$ cat src/rtl/adder_rr_arbiter_pkg.sv
// adder_arb_pkg: shared FSM state type and default sizing for adder_rr_arbiter
package adder_arb_pkg;

    typedef enum logic [1:0] {
        IDLE,
        EXEC,
        HOLD
    } state_t;

    localparam int OPCNT_W   = 16;
    localparam int DEF_WIDTH = 32;
    localparam int DEF_NREQ  = 4;

endpackage

$ cat src/rtl/adder_rr_arbiter_rr_pick.sv
// rr_pick: combinational round-robin picker, first set bit of req at or above ptr (mod NREQ)
//   req    : request vector
//   ptr    : search start index
//   found  : any request set
//   winner : index of the chosen request (0 when none)
module rr_pick #(
    parameter  int NREQ = 4,
    localparam int IDW  = $clog2(NREQ)
) (
    input  logic [NREQ-1:0] req,
    input  logic [IDW-1:0]  ptr,
    output logic            found,
    output logic [IDW-1:0]  winner
);

    logic [IDW-1:0] idx;

    // Walk offsets from the farthest down to zero so the nearest hit wins.
    always_comb begin
        found  = |req;
        winner = '0;
        idx    = '0;
        for (int k = NREQ - 1; k >= 0; k--) begin
            idx = IDW'((int'(ptr) + k) % NREQ);
            if (req[idx]) winner = idx;
        end
    end

endmodule

$ cat src/rtl/adder_rr_arbiter.sv
// adder_rr_arbiter: round-robin sequencer sharing one external combinational adder among NREQ requesters
//   req_valid/req_ready/req_a/req_b/req_cin : per-requester operand handshake (packed i*WIDTH)
//   add_a/add_b/add_cin -> add_sum/add_cout : external adder, one cycle of budget
//   rsp_valid/rsp_ready/rsp_id/rsp_sum/rsp_cout : tagged result handshake
//   busy : operation in flight; op_count : completed responses (wrapping)
module adder_rr_arbiter
    import adder_arb_pkg::*;
#(
    parameter  int NREQ  = DEF_NREQ,
    parameter  int WIDTH = DEF_WIDTH,
    localparam int IDW   = $clog2(NREQ)
) (
    input  logic                  clk,
    input  logic                  rst_n,
    input  logic [NREQ-1:0]       req_valid,
    output logic [NREQ-1:0]       req_ready,
    input  logic [NREQ*WIDTH-1:0] req_a,
    input  logic [NREQ*WIDTH-1:0] req_b,
    input  logic [NREQ-1:0]       req_cin,
    output logic [WIDTH-1:0]      add_a,
    output logic [WIDTH-1:0]      add_b,
    output logic                  add_cin,
    input  logic [WIDTH-1:0]      add_sum,
    input  logic                  add_cout,
    output logic                  rsp_valid,
    input  logic                  rsp_ready,
    output logic [IDW-1:0]        rsp_id,
    output logic [WIDTH-1:0]      rsp_sum,
    output logic                  rsp_cout,
    output logic                  busy,
    output logic [OPCNT_W-1:0]    op_count
);

    state_t               state_q, state_d;
    logic [IDW-1:0]       rr_ptr_q, rr_ptr_d;
    logic [WIDTH-1:0]     op_a_q, op_a_d, op_b_q, op_b_d;
    logic                 op_cin_q, op_cin_d;
    logic [IDW-1:0]       id_q, id_d, rsp_id_q, rsp_id_d;
    logic [WIDTH-1:0]     rsp_sum_q, rsp_sum_d;
    logic                 rsp_cout_q, rsp_cout_d;
    logic [OPCNT_W-1:0]   op_count_q, op_count_d;
    logic                 found;
    logic [IDW-1:0]       winner;

    rr_pick #(.NREQ(NREQ)) u_pick (
        .req    (req_valid),
        .ptr    (rr_ptr_q),
        .found  (found),
        .winner (winner)
    );

    // Ready is granted to the winner whenever IDLE, so a found winner is always a handshake.
    assign req_ready = (rst_n && state_q == IDLE && found) ? NREQ'(1) << winner : '0;
    assign add_a     = op_a_q;
    assign add_b     = op_b_q;
    assign add_cin   = op_cin_q;
    assign rsp_valid = state_q == HOLD;
    assign rsp_id    = rsp_id_q;
    assign rsp_sum   = rsp_sum_q;
    assign rsp_cout  = rsp_cout_q;
    assign busy      = rst_n && state_q != IDLE;
    assign op_count  = op_count_q;

    always_comb begin
        state_d    = state_q;
        rr_ptr_d   = rr_ptr_q;
        op_a_d     = op_a_q;
        op_b_d     = op_b_q;
        op_cin_d   = op_cin_q;
        id_d       = id_q;
        rsp_id_d   = rsp_id_q;
        rsp_sum_d  = rsp_sum_q;
        rsp_cout_d = rsp_cout_q;
        op_count_d = op_count_q;
        case (state_q)
            IDLE: if (found) begin
                op_a_d   = req_a[winner*WIDTH +: WIDTH];
                op_b_d   = req_b[winner*WIDTH +: WIDTH];
                op_cin_d = req_cin[winner];
                id_d     = winner;
                rr_ptr_d = (winner == IDW'(NREQ - 1)) ? '0 : winner + 1'b1;
                state_d  = EXEC;
            end
            EXEC: begin
                rsp_sum_d  = add_sum;
                rsp_cout_d = add_cout;
                rsp_id_d   = id_q;
                state_d    = HOLD;
            end
            HOLD: if (rsp_ready) begin
                op_count_d = op_count_q + 1'b1;
                state_d    = IDLE;
            end
            default: state_d = IDLE;
        endcase
    end

    always_ff @(posedge clk) begin
        if (!rst_n) begin
            state_q    <= IDLE;
            rr_ptr_q   <= '0;
            op_a_q     <= '0;
            op_b_q     <= '0;
            op_cin_q   <= 1'b0;
            id_q       <= '0;
            rsp_id_q   <= '0;
            rsp_sum_q  <= '0;
            rsp_cout_q <= 1'b0;
            op_count_q <= '0;
        end else begin
            state_q    <= state_d;
            rr_ptr_q   <= rr_ptr_d;
            op_a_q     <= op_a_d;
            op_b_q     <= op_b_d;
            op_cin_q   <= op_cin_d;
            id_q       <= id_d;
            rsp_id_q   <= rsp_id_d;
            rsp_sum_q  <= rsp_sum_d;
            rsp_cout_q <= rsp_cout_d;
            op_count_q <= op_count_d;
        end
    end

endmodule

$ cat config.mk
export PLATFORM = sky130hd
export DESIGN_NAME = adder_rr_arbiter
export DESIGN_NICKNAME = d
export VERILOG_FILES = /design/src/rtl/adder_rr_arbiter_pkg.sv /design/src/rtl/adder_rr_arbiter_rr_pick.sv /design/src/rtl/adder_rr_arbiter.sv
export SDC_FILE = /design/constraint.sdc
export NUM_CORES = 1
export LEC_CHECK = 0
export CAP_MARGIN = 20
export CORE_AREA = 2 2 165 167
export DETAILED_ROUTE_END_ITERATION = 16
export DIE_AREA = 0 0 167 169
export PLACE_DENSITY = 0.71
export SLEW_MARGIN = 30
export SYNTH_ARGS = -nofsm -noshare
export SYNTH_HDL_FRONTEND = slang
export SYNTH_SLANG_ARGS = --single-unit
$ cat constraint.sdc
create_clock -name clk -period 2.2 [get_ports clk]
set_clock_uncertainty 0.1 [all_clocks]
set_input_delay 0.22 -clock clk [delete_from_list [all_inputs] [get_ports clk]]
set_output_delay 0.22 -clock clk [all_outputs]
set_load 0.01 [all_outputs]
After elaboration in Yosys (flattened, before gate mapping)

Cells that the tools add are included.

Bits in read-only memories: 0
Memories kept: 0
Latch bits: 0
Register bits after elaboration: 122
Input bits: 300
RAM bits: 0
Word-level logic and storage cells: 56

Bitwise operators: 0
Div/mod/pow operators: 0
Add/sub/neg operators: 5
Shift operators: 3
Order comparisons: 5
Reductions and logical operators: 9
Multiply operators: 0
Equality and inequality tests: 5
Multiplexer cells: 19

Operators with widths:

| kind                    | number |
|---|---|
| $shiftx A128 B8 Y32     | 2 |
| $add A16 B1 Y16 const B | 1 |
| $lt A2 B3 Y1 const B    | 5 |
| $mux W2                 | 7 |
| $bmux W1 S2             | 5 |
| $pmux W2 S3             | 1 |
| $reduce_and A2 Y1       | 3 |
| $mux W1                 | 5 |
| $add A2 B1 Y2 const B   | 2 |
| $add A2 B2 Y2 const B   | 2 |
| $eq A2 B2 Y1 const B    | 2 |
| $mux W4                 | 1 |
| $reduce_or A4 Y1        | 1 |
| $shl A1 B2 Y4 const A   | 1 |
| $logic_and A1 B1 Y1     | 3 |
| $eq A2 B1 Y1 const B    | 1 |
| $logic_not A2 Y1        | 1 |
| $ne A2 B1 Y1 const B    | 1 |
| $ne A2 B2 Y1 const B    | 1 |
| $reduce_bool A2 Y1      | 1 |

Logic depth before layout (Yosys ltp)

Gate-level depths: netlist (run 1).

Depth in word-level cells: 9
Depth in mapped cells: 10

Hierarchy

A second synthesis (run 1) with hierarchy kept.

Cells, all modules: 650
Area, all modules: 6084.6 um2

Modules (own cells, without submodules):

| module           | cells an instance | instances | seq. area each (um2) | area each (um2) |
|---|---|---|---|---|
| adder_rr_arbiter | 637               | 1         | 2442.3               | 6007.0 |
| rr_pick          | 13                | 1         | 0.0                  | 77.6 |

Worst setup path after synthesis (run 1)

No wires, ideal clock.

Kind: reg2out
Start: reg rr_ptr_q[0]
End: out req_ready[2]
Path slack: 0.119 ns
Data arrival time: 1.761 ns
Path buffers: 3
Data required time: 1.880 ns
Cell stages (with the launch flop): 10
Cells stage by stage: dfxtp_1 > nor2b_1 > or4b_4 > buf_6 > nand2_8 > buf_8 > buf_6 > inv_1 > ha_1 > and3_1

Longest elaborated chain between the ends: 9
Elaborated cells between the ends (all ways): 17
Those cells by class: add/sub: 3; shift: 1; mux: 13

RTL lines:

| item                          | RTL line                       | text |
|---|---|---|
| from (decl)                   | adder_rr_arbiter.sv:35         | `logic [IDW-1:0] rr_ptr_q, rr_ptr_d;` |
| from (signal assigned)        | adder_rr_arbiter.sv:112        | `rr_ptr_q <= rr_ptr_d;` |
| $add A2 B2 Y2                 | adder_rr_arbiter_rr_pick.sv:24 | `idx = IDW'((int'(ptr) + k) % NREQ);` |
| $bmux W1 S2                   | adder_rr_arbiter_rr_pick.sv:25 | `if (req[idx]) winner = idx;` |
| $mux W1 (implied by the code) | adder_rr_arbiter_rr_pick.sv:25 |  |
| $mux W2 (3 in series)         | adder_rr_arbiter_rr_pick.sv:25 |  |
| $mux W2 (*)                   | adder_rr_arbiter_rr_pick.sv:25 |  |
| $shl A1 B2 Y4 (*)             | adder_rr_arbiter.sv:53         | `assign req_ready = (rst_n && state_q == IDLE && found) ? NREQ'(1) << winner : '0;` |
| $mux W4 (*)                   | adder_rr_arbiter.sv:53         |  |
| to (decl)                     | adder_rr_arbiter.sv:16         | `output logic [NREQ-1:0] req_ready,` |

Every way passes the cells marked *; elsewhere a longest branch is shown, timed or not. The select of a mux whose other input is x is not followed.

Worst setup path after layout (run 1)

Ends and elaborated chain as after synthesis.

==> results.json, run 1 <==
{
  "use_met3": 0.06243,
  "finalNetCount": 1514,
  "fin_crit_ns": 2.249,
  "post-route-period-util": 1.022,
  "reg2reg_from": "rr_ptr_q[0]",
  "clkTransAtPathRegs_ns": 0.07,
  "synth_top_flop_cell": "dfxtp_1",
  "grt_use_met2": 0.3362,
  "status": "complete, but fails checks",
  "max_stage_delay_ns": 0.53,
  "netlist_top_cells_count": "144 x nand2_1, 135 x and3_1, 122 x dfxtp_1, 84 x a211oi_1, 51 x o31ai_1",
  "critical_path_arrival_ns": 1.93,
  "yosysMostFrequentCell": "nand2_1",
  "fin_area_sq_um": 12530,
  "drtIter0Drc": 477,
  "start_util": 0.2638,
  "hpwl_mm": 21.76,
  "firstDrtPassIters": 4,
  "worst_slack_ns": -0.04890,
  "vias_per_cell": 4.964,
  "fin_setup_tns_ns": -0.04890,
  "synth_cell_types": 43,
  "ir_drop_v": 0.0003797,
  "routed_wl_mm": 30.07,
  "p_leak_nw": 4.739,
  "fp.coreArea_sq_um": 26500,
  "worstSkewPairLatency_ns": 0.42,
  "num_vias": 7784,
  "critPathLaunchType": "flip-flop",
  "antenna_found_initial": 2,
  "die_area_sq_um": 28220,
  "portBuffers": 421,
  "place.gp.congestion": 0.8205,
  "cp-end-kind": "output pin",
  "synth_top_area_cell": "dfxtp_1",
  "wl_per_cell_um": 19.17,
  "synth_area_leaders": "dfxtp_1 35%, and3_1 12%, a211oi_1 9.0%, a211oi_2 8.2%, nand2_1 7.7%",
  "power_frac_comb": 0.400,
  "die_w_um": 167,
  "violations": "setup timing",
  "netSwitchingPower_mw": 3.169,
  "worst_pin_slew_ns": 0.5030,
  "cap_violations": 0,
  "relSlewSlack": 0.6647,
  "place_area_sq_um": 11650,
  "h-tree-depth": 4,
  "synthCells": 799,
  "ioPinCount": 422,
  "detail-route-antenna-nets": 0,
  "syn-cell-area_sq_um": 6990,
  "clock_sinks": 122,
  "r2r_cells": 7,
  "crit_chain": "nor2b_4, or4b_4, nand2_8, inv_8, ha_4, and3_4, buf_6",
  "die_h_um": 169,
  "syn_avg_cell_area_sq_um": 8.749,
  "rows": 60,
  "cp-endpoint": "req_ready[2]",
  "power_frac_seq": 0.289,
  "fmax_mhz": 444.7,
  "ys_warn_count": 0,
  "intPower_mw": 6.124,
  "ys_ff_latch": 122,
  "grt_pass1_vias": 7640,
  "post-route-util": 0.4729,
  "holdCritPathClass": "in -> reg",
  "r2r-end": "add_a[26]",
  "area_growth_pct": 79.27,
  "yosys.area.top_type_share": 0.3494,
  "hold_viol": 0,
  "async_flop_share": 0,
  "synth-seq-area-share": 0.3494,
  "overflow": 0,
  "crit_type": "reg -> out",
  "cts_root_buffer": "clkbuf_16",
  "drv_slew": 0,
  "grt_use_met1": 0.2373,
  "r2r_slack_ns": 0.01,
  "crit_slowest_cell": "or4b_4",
  "grt_pass1_wl_mm": 43.72,
  "setup_viol": 1,
  "grt_busiest_layer": "met2",
  "crit_path_start": "rr_ptr_q[0]",
  "drive_above_1_share": 0.1551,
  "rsz0062_at_grt": "true",
  "grt_max_degree": 72,
  "critical_path.max_fanout": 3,
  "p_per_area_nw_per_um2": 741.5,
  "critical_path_required_ns": 1.88,
  "tritoncts": "yes",
  "ctsHoldBuffers": 0,
  "clockBufferDepth": 2,
  "syn_nets": 1101,
  "cts_buffers": 17,
  "p_clk_frac": 0.311,
  "route.detailed.drc": 0,
  "switching_share": 0.3410,
  "track_usage": 0.1981,
  "synth_edf_count": 0
}
per-stage QoR:
stage	std cells	total power, mW	hold WS, ns	setup WS, ns
detailed placement	1527	6.209	0.3386	-0.7581
CTS	1563	9.230	0.2310	-0.05855
floorplan	799	4.496	0.2649	0.1188
global route	1568	9.754	0.2489	-0.1027
finish	1568	9.293	0.2576	-0.04890
global placement	1527	6.180	0.3335	-0.7573
registers in the layout (all words and copies together), names as in the netlist:
signal    count
rr_ptr_q      2
add_cin       1
rsp_cout      1
state_q       2
id_q          2
rsp_id        2
add_b        32
op_count     16
add_a        32
rsp_sum      32
power by group through the flow:
stage	clock network, mW	logic (mW)	registers, mW
final	2.89	3.71	2.69
after global routing	3.06	3.97	2.72
after CTS	2.99	3.56	2.69
after detailed placement	0	3.48	2.73
after global placement	0	3.46	2.72
after floorplan	0	1.65	2.84
per-layer routing:
metal / up-vias / wire (um)
li1: 3769 / -
met1: 3687 / 12430
met2: 290 / 14850
met3: 38 / 2143
met4: 0 / 640
met5: - / 0
kinds of logic after synthesis:
group / synth area share
compound gates: 0.2994
xor+xnor: 0.01879
fa+ha+maj: 0.003579
buf+inv: 0.07965
flops: 0.3494
mux: 0.002864
simple gates: 0.2463
how the worst min path moves through the flow:
| stage | from | cells after the start | endpoint | slack (ns) |
|---|---|---|---|---|
| final | add_sum[6] | 3 | rsp_sum[6] | 0.26 |
| after global routing | add_sum[1] | 3 | rsp_sum[1] | 0.25 |
| after CTS | add_sum[14] | 3 | rsp_sum[14] | 0.23 |
| after detailed placement | add_b[6] | 2 | add_b[6] | 0.34 |
| after global placement | add_b[24] | 2 | add_b[24] | 0.33 |
| after floorplan | add_sum[24] | 2 | rsp_sum[24] | 0.26 |
layout make-up:
cell class / count / area (sq um)
repair buffers: 481 / 4903
clock buffers: 18 / 439.2
clock inverters: 14 / 146.4
fillers: 2551 / 13970
flip-flops and latches: 122 / 2450
well taps: 341 / 426.7
diodes: 2 / 5.005
multi-input cells: 587 / 4143
inverters: 3 / 18.77
critical path, delay by kind of cell (launching register included):
family,cells,cell delay (ns)
simple gates,4,0.85
buf+inv,2,0.15
flops,1,0.37
fa+ha+maj,1,0.14
cell usage in the layout, fill, tap and decap left out, types with 2 or more instances in the layout:
cell	count
buf_6	8
and2_1	15
buf_2	3
and3_1	134
and4_1	2
clkbuf_16	20
clkinvlp_4	2
xor2_1	2
o21a_1	2
buf_16	2
diode_2	2
nand3_1	5
o31ai_1	51
dfxtp_1	120
a211oi_2	60
nor2b_1	8
dlygate4sd2_1	4
mux2i_1	2
xnor2_1	13
inv_8	3
o31ai_2	14
inv_6	7
clkdlybuf4s50_1	413
buf_4	36
nor2_1	2
a21boi_0	37
a211oi_1	70
buf_12	10
nor3_2	3
dfxtp_4	2
nor2b_4	2
clkinv_4	2
nand2_1	143
nand4_1	3
clkbuf_8	2
timing repair:
action,CTS,global route
buffers inserted,4,0
resized for setup,45,27
endpoints found under the hold margin,0,0
pin swaps,6,3
cloned,0,3
setup endpoints to repair,55,55
Power figures use the tool's default switching activity.
==> run 2, diff against run 1 <==
--- a/config.mk
+++ b/config.mk
@@ -6,11 +6,13 @@
 export NUM_CORES = 1
 export LEC_CHECK = 0
 export CAP_MARGIN = 20
-export CORE_AREA = 2 2 165 167
+export CORE_AREA = 2 2 163 165
+export CTS_CLUSTER_SIZE = 14
 export DETAILED_ROUTE_END_ITERATION = 16
-export DIE_AREA = 0 0 167 169
-export PLACE_DENSITY = 0.71
+export DIE_AREA = 0 0 165 167
+export PLACE_DENSITY = 0.68
 export SLEW_MARGIN = 30
 export SYNTH_ARGS = -nofsm -noshare
 export SYNTH_HDL_FRONTEND = slang
+export SYNTH_HIERARCHICAL = 1
 export SYNTH_SLANG_ARGS = --single-unit
==> run 2 against run 1 <==
  * The flow still finishes with violations (setup timing)
  * Cell area shrank 6.6%
  * Core utilization shrank 1.9 points
  * Critical path depth grew 2
  * Non-clock buffer count shrank 8
  * Sequential cell count is the same
  * Total power shrank 9.3%
  * Global-route usage shrank 1.9 points
  * Largest power group unchanged
==> results.json, run 2 <==
{
  "critPathLaunchType": "flip-flop",
  "p_leak_nw": 4.289,
  "synth_top_flop_cell": "dfxtp_1",
  "cp-end-kind": "flip-flop",
  "start_util": 0.2362,
  "relSlewSlack": 0.6029,
  "antenna_found_initial": 6,
  "cap_violations": 0,
  "portBuffers": 421,
  "hold_viol": 0,
  "num_vias": 6624,
  "p_per_area_nw_per_um2": 719.8,
  "track_usage": 0.1794,
  "synth-seq-area-share": 0.4014,
  "fin_crit_ns": 2.271,
  "syn_nets": 955,
  "cpLargestDelayFamily": "multiplexers",
  "grt_max_degree": 121,
  "crit_buf_inv": 4,
  "die_h_um": 167,
  "drv_slew": 0,
  "layout_commonest_cell": "clkdlybuf4s50_1",
  "die_w_um": 165,
  "setup_viol": 57,
  "grt_pass1_vias": 6542,
  "drive_above_1_share": 0.1597,
  "vias_per_cell": 4.603,
  "ir_drop_v": 0.0003647,
  "ys_warn_count": 6,
  "max_stage_delay_ns": 0.49,
  "worst_pin_slew_ns": 0.5957,
  "tritoncts": "yes",
  "async_flop_share": 0,
  "ys_ff_latch": 122,
  "crit_chain": "mux2i_2, a211oi_4, buf_6, buf_6, buf_12, buf_12, mux4_2, nand2_1, a21oi_1",
  "post-route-period-util": 1.032,
  "rows": 59,
  "h-tree-depth": 4,
  "cts_buffers": 17,
  "wl_per_cell_um": 17.79,
  "fp.coreArea_sq_um": 25760,
  "worstSkewPairLatency_ns": 0.40,
  "syn_avg_cell_area_sq_um": 9.361,
  "synth_edf_count": 0,
  "cts_root_buffer": "clkbuf_16",
  "die_area_sq_um": 27560,
  "overflow": 0,
  "ctsHoldBuffers": 0,
  "ioPinCount": 422,
  "netlist_top_cells_count": "217 x nand2_1, 122 x dfxtp_1, 108 x a21oi_1, 65 x mux4_2, 26 x clkbuf_1",
  "synth_top_area_cell": "dfxtp_1",
  "syn-cell-area_sq_um": 6085,
  "detail-route-antenna-nets": 0,
  "yosysMostFrequentCell": "nand2_1",
  "yosys.area.top_type_share": 0.4014,
  "place_inst": 1393,
  "area_growth_pct": 92.35,
  "holdCritPathClass": "in -> reg",
  "critical_path.max_fanout": 16,
  "grt_pass1_wl_mm": 37.30,
  "fillers": 2446,
  "place.gp.congestion": 0.8421,
  "final_cells": 1439,
  "worst_slack_ns": -0.07061,
  "synth_cell_types": 33,
  "clkTransAtPathRegs_ns": 0.07,
  "fmax_mhz": 440.4,
  "firstDrtPassIters": 4,
  "finalNetCount": 1394,
  "critical_path_required_ns": 2.37,
  "critical_path_arrival_ns": 2.44,
  "hpwl_mm": 19.94,
  "clockBufferDepth": 2,
  "clock_sinks": 122,
  "layout_common_cells": "416 x clkdlybuf4s50_1, 210 x nand2_1, 120 x dfxtp_1",
  "routed_wl_mm": 25.60,
  "synthCells": 650,
  "rsz0062_at_grt": "true",
  "crit_type": "reg -> reg",
  "status": "complete, but fails checks",
  "crit_slowest_cell": "mux4_2",
  "violations": "setup timing",
  "post-place-ws_ns": -0.4067,
  "route.detailed.drc": 0,
  "synth_area_leaders": "dfxtp_1 40%, mux4_2 24%, nand2_1 13%, a21oi_1 8.9%, clkbuf_1 1.6%",
  "drtIter0Drc": 367
}
==> run 2: power breakdown <==
group | internal [mW] | leakage (nW) | switching, mW
Combinational | 1.78 | 3.00 | 1.17
Sequential | 2.46 | 1.00 | 0.144
Clock | 1.79 | 0.284 | 1.08
Total | 6.04 | 4.29 | 2.39
==> run 2: tightest hold or removal path: stages <==
cell and delay, ns:
clkdlybuf4s50_1 0.40, nand2_1 0.06, a21oi_1 0.05
==> run 2: metal layers <==
metal | share of wire | GRT usage | vias to the layer above
met5 | 0.0012 | 0 | -
met4 | 0.015 | 0.04726 | 6
met3 | 0.083 | 0.05753 | 29
met2 | 0.51 | 0.3168 | 311
met1 | 0.39 | 0.2071 | 3121
li1 | - | - | 3157
==> run 2: kinds of logic (layout without fill, tap and decap cells) <==
| logic type | count (synthesis) | count (layout) | synth area share |
|---|---|---|---|
| and+or+nand+nor | 275 | 275 | 0.1875 |
| buffers and inverters | 56 | 508 | 0.04400 |
| AOI/OAI and AO/OA | 112 | 112 | 0.09377 |
| other | 0 | 2 | 0 |
| xor gates and xnor gates | 11 | 11 | 0.01583 |
| DFF | 122 | 122 | 0.4014 |
| muxes | 69 | 69 | 0.2472 |
| adders and majority gates | 5 | 5 | 0.01028 |
==> run 2: timing repair <==
action	CTS	global route
endpoints found under the setup margin	49	67
pin swaps	6	4
hold endpoints to repair	0	0
gates resized for setup	28	17
setup buffers	7	4
cloned	1	2
==> run 2: final timing paths <==
kind	start	end	slack [ns]	cells past startpoint
worst min-delay path	add_sum[20]	rsp_sum[20]	0.26	3
worst max register to register	rr_ptr_q[1]	add_b[9]	-0.07	9
worst max-delay path	rr_ptr_q[1]	add_b[9]	-0.07	9
worst min register to register	add_b[27]	add_b[27]	0.35	2
==> run 2: area by class of cell <==
class | instances | area, sq um | area share
repair buffers | 473 | 4771 | 0.4076
multi-input cells | 472 | 3445 | 0.2943
flip-flops and latches | 122 | 2447 | 0.2091
clock buffers | 19 | 432.9 | 0.03699
well taps | 335 | 419.2 | 0.03581
clock inverters | 13 | 170.2 | 0.01454
inverters | 3 | 13.76 | 0.001176
diodes | 2 | 5.005 | 0.0004276
==> run 2: through the flow <==
step | util | power, mW | setup TNS, ns | hold slack (ns) | instance area (sq um)
floorplan | - | 3.956 | 0 | 0.2560 | 6085
global placement | 0.4219 | 5.427 | -21.14 | 0.3402 | 10870
detailed placement | 0.4219 | 5.461 | -23.35 | 0.3465 | 10870
CTS | 0.4487 | 8.441 | -1.020 | 0.2340 | 11560
global route | 0.4543 | 8.853 | -6.675 | 0.2374 | 11700
finish | 0.4543 | 8.425 | -1.987 | 0.2601 | 11700
